`src/rtl/modulo_arbitro_bandeja_rolhas.sv`:
```
// Cork-tray count arbiter: latches consumption, manual-load and auto-refill
// requests, grants one per GRANT cycle and applies the bounded update.
// Optional feature macro: ARBITRO_ROUND_ROBIN_EN (rotating priority instead
// of fixed cons > man > refill).
module modulo_arbitro_bandeja_rolhas #(
  parameter int WIDTH       = 7,
  parameter int MAX_ROLHAS  = 99,
  parameter int MIN_ROLHAS  = 5,
  parameter int REFILL_QTY  = 20,
  parameter int REFILL_HOLD = 8
) (
  input  logic             clk,
  input  logic             Nclr,
  input  logic             enable,
  input  logic             req_cons,
  input  logic             req_man,
  input  logic [WIDTH-1:0] man_qty,
  output logic [WIDTH-1:0] count,
  output logic             gnt_cons,
  output logic             gnt_man,
  output logic             gnt_refill,
  output logic             busy,
  output logic             ro,
  output logic             min_r,
  output logic             sat,
  output logic             err_under,
  output logic             ovr
);

  localparam int HW = (REFILL_HOLD < 1) ? 1 : $clog2(REFILL_HOLD + 1);
  localparam logic [WIDTH:0]   MAX_EXT = (WIDTH+1)'(MAX_ROLHAS);
  localparam logic [WIDTH:0]   REF_EXT = (WIDTH+1)'(REFILL_QTY);
  localparam logic [WIDTH-1:0] MIN_W   = WIDTH'(MIN_ROLHAS);
  localparam logic [HW-1:0]    HOLD_W  = HW'(REFILL_HOLD);

  typedef enum logic [1:0] {IDLE, GRANT, HOLD} state_t;
  typedef enum logic [1:0] {WIN_CONS, WIN_MAN, WIN_REF} win_t;

  state_t           state_q, state_d;
  win_t             winner_q, winner_d, pick;
  logic [WIDTH-1:0] count_q, count_d;
  logic [WIDTH-1:0] manQty_q, manQty_d;
  logic [HW-1:0]    holdCnt_q, holdCnt_d;
  logic             pCons_q, pCons_d, pMan_q, pMan_d, pRef_q, pRef_d;
  logic             ovr_q, ovr_d;
  logic [WIDTH:0]   manSum, refSum;
  logic             inGrant, consOk, manOk;
  logic             clrCons, clrMan, clrRef;
`ifdef ARBITRO_ROUND_ROBIN_EN
  win_t             lastWin_q, lastWin_d;
`endif

  // Status flags and grant/pulse outputs decoded from the registered state.
  always_comb begin
    manSum     = {1'b0, count_q} + {1'b0, manQty_q};
    refSum     = {1'b0, count_q} + REF_EXT;
    inGrant    = (state_q == GRANT);
    consOk     = (count_q != '0);
    manOk      = (manSum <= MAX_EXT);
    clrCons    = inGrant && (winner_q == WIN_CONS);
    clrMan     = inGrant && (winner_q == WIN_MAN);
    clrRef     = inGrant && (winner_q == WIN_REF);
    gnt_cons   = clrCons && consOk;
    err_under  = clrCons && !consOk;
    gnt_man    = clrMan && manOk;
    sat        = clrMan && !manOk;
    gnt_refill = clrRef;
    busy       = (state_q != IDLE);
    ro         = (count_q == '0);
    min_r      = (count_q <= MIN_W);
    count      = count_q;
    ovr        = ovr_q;
  end

  // Winner selection among the pending bits, fixed or rotating priority.
  always_comb begin
    pick = WIN_CONS;
`ifdef ARBITRO_ROUND_ROBIN_EN
    case (lastWin_q)
      WIN_CONS: begin
        if (pMan_q)       pick = WIN_MAN;
        else if (pRef_q)  pick = WIN_REF;
        else              pick = WIN_CONS;
      end
      WIN_MAN: begin
        if (pRef_q)       pick = WIN_REF;
        else if (pCons_q) pick = WIN_CONS;
        else              pick = WIN_MAN;
      end
      default: begin
        if (pCons_q)      pick = WIN_CONS;
        else if (pMan_q)  pick = WIN_MAN;
        else              pick = WIN_REF;
      end
    endcase
`else
    if (pCons_q)      pick = WIN_CONS;
    else if (pMan_q)  pick = WIN_MAN;
    else              pick = WIN_REF;
`endif
  end

  // Next-state logic: FSM, count update, pending bits and overrun flag.
  always_comb begin
    state_d   = state_q;
    winner_d  = winner_q;
    count_d   = count_q;
    holdCnt_d = holdCnt_q;
    manQty_d  = manQty_q;
`ifdef ARBITRO_ROUND_ROBIN_EN
    lastWin_d = lastWin_q;
`endif

    case (state_q)
      IDLE: begin
        if (enable && (pCons_q || pMan_q || pRef_q)) begin
          state_d  = GRANT;
          winner_d = pick;
        end
      end
      GRANT: begin
`ifdef ARBITRO_ROUND_ROBIN_EN
        lastWin_d = winner_q;
`endif
        case (winner_q)
          WIN_CONS: if (consOk) count_d = count_q - WIDTH'(1);
          WIN_MAN:  if (manOk) count_d = manSum[WIDTH-1:0];
          default:  count_d = (refSum > MAX_EXT) ? MAX_EXT[WIDTH-1:0]
                                                 : refSum[WIDTH-1:0];
        endcase
        if (winner_q == WIN_REF) begin
          state_d   = HOLD;
          holdCnt_d = HOLD_W;
        end else begin
          state_d = IDLE;
        end
      end
      HOLD: begin
        if (holdCnt_q <= HW'(1)) begin
          state_d   = IDLE;
          holdCnt_d = '0;
        end else begin
          holdCnt_d = holdCnt_q - HW'(1);
        end
      end
      default: state_d = IDLE;
    endcase

    if (!enable) begin
      state_d   = IDLE;
      holdCnt_d = '0;
    end

    pCons_d = (pCons_q && !clrCons) || req_cons;
    pMan_d  = (pMan_q && !clrMan) || req_man;
    pRef_d  = (pRef_q && !clrRef) || (min_r && (holdCnt_q == '0) && !pRef_q);
    if (req_man && (!pMan_q || clrMan)) manQty_d = man_qty;
    ovr_d = ovr_q || (req_cons && pCons_q && !clrCons)
                  || (req_man && pMan_q && !clrMan);

    if (!enable) begin
      pCons_d = 1'b0;
      pMan_d  = 1'b0;
      pRef_d  = 1'b0;
    end
  end

  // State registers with asynchronous active-low clear.
  always_ff @(posedge clk or negedge Nclr) begin
    if (!Nclr) begin
      state_q   <= IDLE;
      winner_q  <= WIN_CONS;
      count_q   <= '0;
      manQty_q  <= '0;
      holdCnt_q <= '0;
      pCons_q   <= 1'b0;
      pMan_q    <= 1'b0;
      pRef_q    <= 1'b0;
      ovr_q     <= 1'b0;
`ifdef ARBITRO_ROUND_ROBIN_EN
      lastWin_q <= WIN_REF;
`endif
    end else begin
      state_q   <= state_d;
      winner_q  <= winner_d;
      count_q   <= count_d;
      manQty_q  <= manQty_d;
      holdCnt_q <= holdCnt_d;
      pCons_q   <= pCons_d;
      pMan_q    <= pMan_d;
      pRef_q    <= pRef_d;
      ovr_q     <= ovr_d;
`ifdef ARBITRO_ROUND_ROBIN_EN
      lastWin_q <= lastWin_d;
`endif
    end
  end

endmodule

```
`config.mk`:
```
export PLATFORM = sky130hd
export DESIGN_NAME = modulo_arbitro_bandeja_rolhas
export DESIGN_NICKNAME = d
export VERILOG_FILES = /design/src/rtl/modulo_arbitro_bandeja_rolhas.sv
export SDC_FILE = /design/constraint.sdc
export NUM_CORES = 1
export LEC_CHECK = 0
export ABC_AREA = 1
export ABC_CLOCK_PERIOD_IN_PS = 4930
export CORE_UTILIZATION = 40
export DETAILED_ROUTE_END_ITERATION = 8
export GPL_ROUTABILITY_DRIVEN = 0
export SETUP_SLACK_MARGIN = 0.02
export SYNTH_ARGS = -nofsm -noshare
export SYNTH_HDL_FRONTEND = slang
export SYNTH_SLANG_ARGS = --single-unit
```
`constraint.sdc`:
```
create_clock -name clk -period 4.93 [get_ports clk]
set_clock_uncertainty 0.1 [all_clocks]
set_input_delay 1.479 -clock clk [delete_from_list [all_inputs] [get_ports clk]]
set_output_delay 1.479 -clock clk [all_outputs]
set_load 0.005 [all_outputs]
```
# == Word-level counts from Yosys, hierarchy flattened ==
# Cells that the tools add are included.
# totals
output_inout_bits,16
elab_cells,88
in_bits,12
register_bits,26
# classes
n_mux,18
reduce_logical,43
n_lt_le_gt_ge,4
add_sub_neg,4
n_eq_ne,10
# op_table
cell,count
$mux 7,3
$logic_and 1x1->1,18
$pmux 7 s2,1
$mux 2,6
$mux 4,3
$add 7x5->8 const B,1
$add 7x7->8,1
$gt 8x7->1 const B,1
$le 8x7->1 const B,1
$logic_or 1x1->1,8
$pmux 4 s2,1
$le 7x3->1 const B,1
$logic_not 1->1,7
$logic_not 7->1,1
$reduce_bool 7->1,1
$sub 7x1->7 const B,1
$ne 3x3->1 const B,2
$pmux 2 s3,1
$reduce_and 2->1,3
$eq 2x1->1 const B,2
$eq 2x2->1 const B,2
$le 4x1->1 const B,1
$logic_not 2->1,2
$logic_not 4->1,1
7 further kinds,10

# == Longest topological paths before layout ==
# depth
ltp_word,6
depth_mapped,14
depth_no_buf,14

# == Worst setup path after synthesis ==
# No wires, ideal clock.
# synth_timing
path_type,flip-flop to output port
startpoint,"register count_q[0], in the netlist count[0]"
endpoint,output port sat
arrival_ns,1.806
slack_ns,1.545
path_stages_with_launch,12
n_path_buf,0
t_required_ns,3.351
path_cell_list,dfrtp_1 -> ha_1 -> fa_1 -> nand2_1 -> nand2_2 -> nand3_1 -> nand3_1 -> nand2_1 -> nand3_2 -> nand2_2 -> nand2_2 -> nor2_1
# synth_between
elab_chain_len,4
# synth_rtl
element,line,source
"start, declared",41,"logic [WIDTH-1:0] count_q, count_d;"
"start signal, assigned",186,count_q <= count_d;
$add 7x7->8,55,"manSum = {1'b0, count_q} + {1'b0, manQty_q};"
$le 8x7->1,59,manOk = (manSum <= MAX_EXT);
$logic_not 1->1,66,sat = clrMan && !manOk;
$logic_and 1x1->1,66,
"end, declared",25,"output logic sat,"
# Every way passes these cells.

# == Worst setup path in the final report ==
# Ends and elaborated chain as after synthesis.

==> results.yml <==
detailed_routing:
  wl_met1_um: 2350
  drt_drc_violations_left: 0
  wl_met2_um: 1940
  ant_nets: 0
  routed-wl-met3_um: 172
  post_drt_wl_per_cell_um: 12.6
  drt_pre_antenna_iters: 4
  highest_layer: "met4"
  vias: 1769
  wl_um: 4520
  drt-initial-drc-count: 51
  viasPerCell: 4.94
die:
  start_util_pct: 42.3
  core_mm2: 0.00482
  die_area_mm2: 0.00538
  rows: 25
  die_h_um: 73.4
  die_w_um: 73.4
  num_io_pins: 28
synthesis:
  synthesis.area_mm2: 0.00204
  synth_seq_cells: 26
  synth_edf_count: 0
  yosysSeqAreaShare_pct: 31.9
  yosysUniqueCellTypes: 38
  ys_warn_count: 0
  synthTopCellsByCount: "nand2_1 (63), nand3_1 (30), dfrtp_1 (26), inv_1 (25), nor2_1 (17)"
  yosys.cell_count.top_type: "nand2_1"
  synth_flop_cell: "dfrtp_1"
  async_flop_share_pct: 100
  synth.largest_area_cell: "dfrtp_1"
  netlist_instances: 258
  synth_nets: 287
  synth_top_area_share_pct: 31.9
  synth_area_leaders: "dfrtp_1 (32%), nand2_1 (12%), ha_1 (9.8%), nand3_1 (7.4%), mux2_4 (5.2%)"
  syn_avg_cell_area_um2: 7.90
worst_hold_path:
  holdPathStages: 1
  holdPathEnd: "pRef_q$_DFF_PN0_"
  min_path_type: "flip-flop to flip-flop"
  min_from: "pRef_q$_DFF_PN0_"
sta:
  period_share_pct: 87.3
  finalHoldViolCount: 0
  slew_viol_final: 0
  timing.hold.ws_ns: 0.413
  tns_ns: 0
  setup_ws_ns: 0.627
  slew_headroom_pct: 60.6
  worst_pin_slew_ns: 0.582
  grt_setup_unrepaired: "false"
  max_freq_ghz: 0.232
  fin_crit_ns: 4.30
  setup_viol: 0
job:
  cap_violations: 0
power_and_ir_drop:
  power_frac_comb_pct: 62.4
  swShare_pct: 47.0
  powerDensity_mw_per_mm2: 561
  ir_drop_v: 0.000192
  p_leak_nw: 1.22
  p_int_uw: 735
  pwr-share-seq_pct: 24.5
  total_power_mw: 1.39
  power.switching_uw: 652
  clkPwrFrac_pct: 13.1
setup_path:
  cp-start-kind: "flip-flop"
  path_class: "flip-flop to primary output"
  r2r_start: "count[0]$_DFFE_PN0P_"
  cp.arrival_ns: 2.72
  ff2ff_path_depth: 14
  crit_fanout: 7
  r2r-end: "count[2]$_DFFE_PN0P_"
  worstPathRequired_ns: 3.35
  cp-end-kind: "primary output"
  regToRegSetupSlack_ns: 2.67
placement:
  port_buffers: 27
  dp_slack_ns: 0.937
  hpwl_um: 3570
final_layout:
  num-fill-cells: 505
  antenna_cells: 0
  multi_input_area_mm2: 0.00123
  syn_to_final_growth_pct: 21.4
  seq_area_um2: 651
  layout-drive-gt1-share_pct: 15.5
  final_nets: 321
clocking:
  clk_pin_slew_ns: 0.10
  cts.path.max_buffers: 2
  ctsResizeCount: 0
  cts-root-buf: "clkbuf_8"
  postCtsSetupBuffers: 0
  cts_tree: "built"
  cts-buffers-inserted: 3
  clk_latency_ns: 0.28
  cts_sinks: 26
  hold_buffers: 0
  h-tree-depth: 1
grt:
  overflow: 0
  grt_max_degree: 27
  grt_pass1_vias: 1670
  antenna_found_initial: 0
  grt_pass1_wl_um: 7820
  gr-usage-all-layers_pct: 19.1
status:
  outcome: "completed"
layout make-up:
class                           instances  share of cell area [%]
Inverter                               35                    5.41
Clock buffer                            3                    1.67
Tap cell                               67                    3.39
Timing Repair Buffer                   31                    12.1
Multi-Input combinational cell        195                    49.9
Sequential cell                        26                    26.3
Clock inverter                          1                    1.21
routing by layer:
layer | up-vias | GRT usage (%)
met5 | - | 0
met4 | 0 | 4.70
met1 | 795 | 27.1
met2 | 43 | 29.7
li1 | 924 | -
met3 | 7 | 3.84
metrics by stage:
step	utilization, %	instance area (µm²)	cells
after global placement	49.9	2400	354
after CTS	51.4	2470	358
after detailed placement	49.9	2400	354
final	51.4	2470	358
after floorplan	-	2040	258
after global routing	51.4	2470	358
registers in the layout (all words and copies together), names as in the netlist:
name       count
count          7
holdCnt_q      4
manQty_q       7
ovr            1
pCons_q        1
pMan_q         1
pRef_q         1
state_q        2
winner_q       2
power by group through the flow:
stage	registers, mW	logic, mW	clock network (mW)
after global placement	0.344	0.862	0
after global routing	0.351	0.979	0.197
after CTS	0.341	0.868	0.186
final	0.340	0.866	0.181
after floorplan	0.332	0.627	0
after detailed placement	0.346	0.864	0
worst max path at each step:
stage,start,to,cells past startpoint,slack [ns]
detailed placement,count[0]$_DFFE_PN0P_,sat,12,0.94
global placement,count[0]$_DFFE_PN0P_,sat,12,0.98
floorplan,count[0]$_DFFE_PN0P_,sat,11,1.55
global route,count[0]$_DFFE_PN0P_,sat,12,0.44
CTS,count[0]$_DFFE_PN0P_,sat,12,0.60
finish,count[0]$_DFFE_PN0P_,sat,12,0.63
worst max-delay path, stage by stage, from the launching register on:
cell and delay [ns]:
dfrtp_1 0.46, ha_1 0.25, fa_1 0.41, nand2_1 0.09
nand2_2 0.06, nand3_1 0.08, nand3_1 0.07, nand2_1 0.11
nand3_2 0.09, nand2_2 0.08, nand2_2 0.11, nor2_1 0.12
clkdlybuf4s50_1 0.50
kinds of logic after synthesis:
| group | synth area share (%) |
|---|---|
| AOI/OAI and AO/OA | 10.4 |
| buffers and inverters | 7.49 |
| muxes | 5.16 |
| xor gates and xnor gates | 1.72 |
| and+or+nand+nor | 32.5 |
| DFF | 31.9 |
| adders and majority gates | 10.8 |
placed cells by master, fill, tap and decap left out, drive strengths merged, types with 3 or more instances in the layout:
cell type | synthesis | routed
nand3 | 32 | 32
xnor2 | 3 | 3
a21oi | 9 | 9
clkdlybuf4s50 | 0 | 27
o21ai | 9 | 9
o211ai | 5 | 5
dfrtp | 26 | 26
ha | 16 | 16
o22ai | 3 | 3
nor2 | 22 | 22
nand4 | 3 | 3
buf | 2 | 4
clkbuf | 0 | 3
nand2 | 72 | 72
inv | 33 | 33
nor3 | 6 | 6
mux2 | 7 | 7
Note: power is estimated with default switching activity, not from simulation.
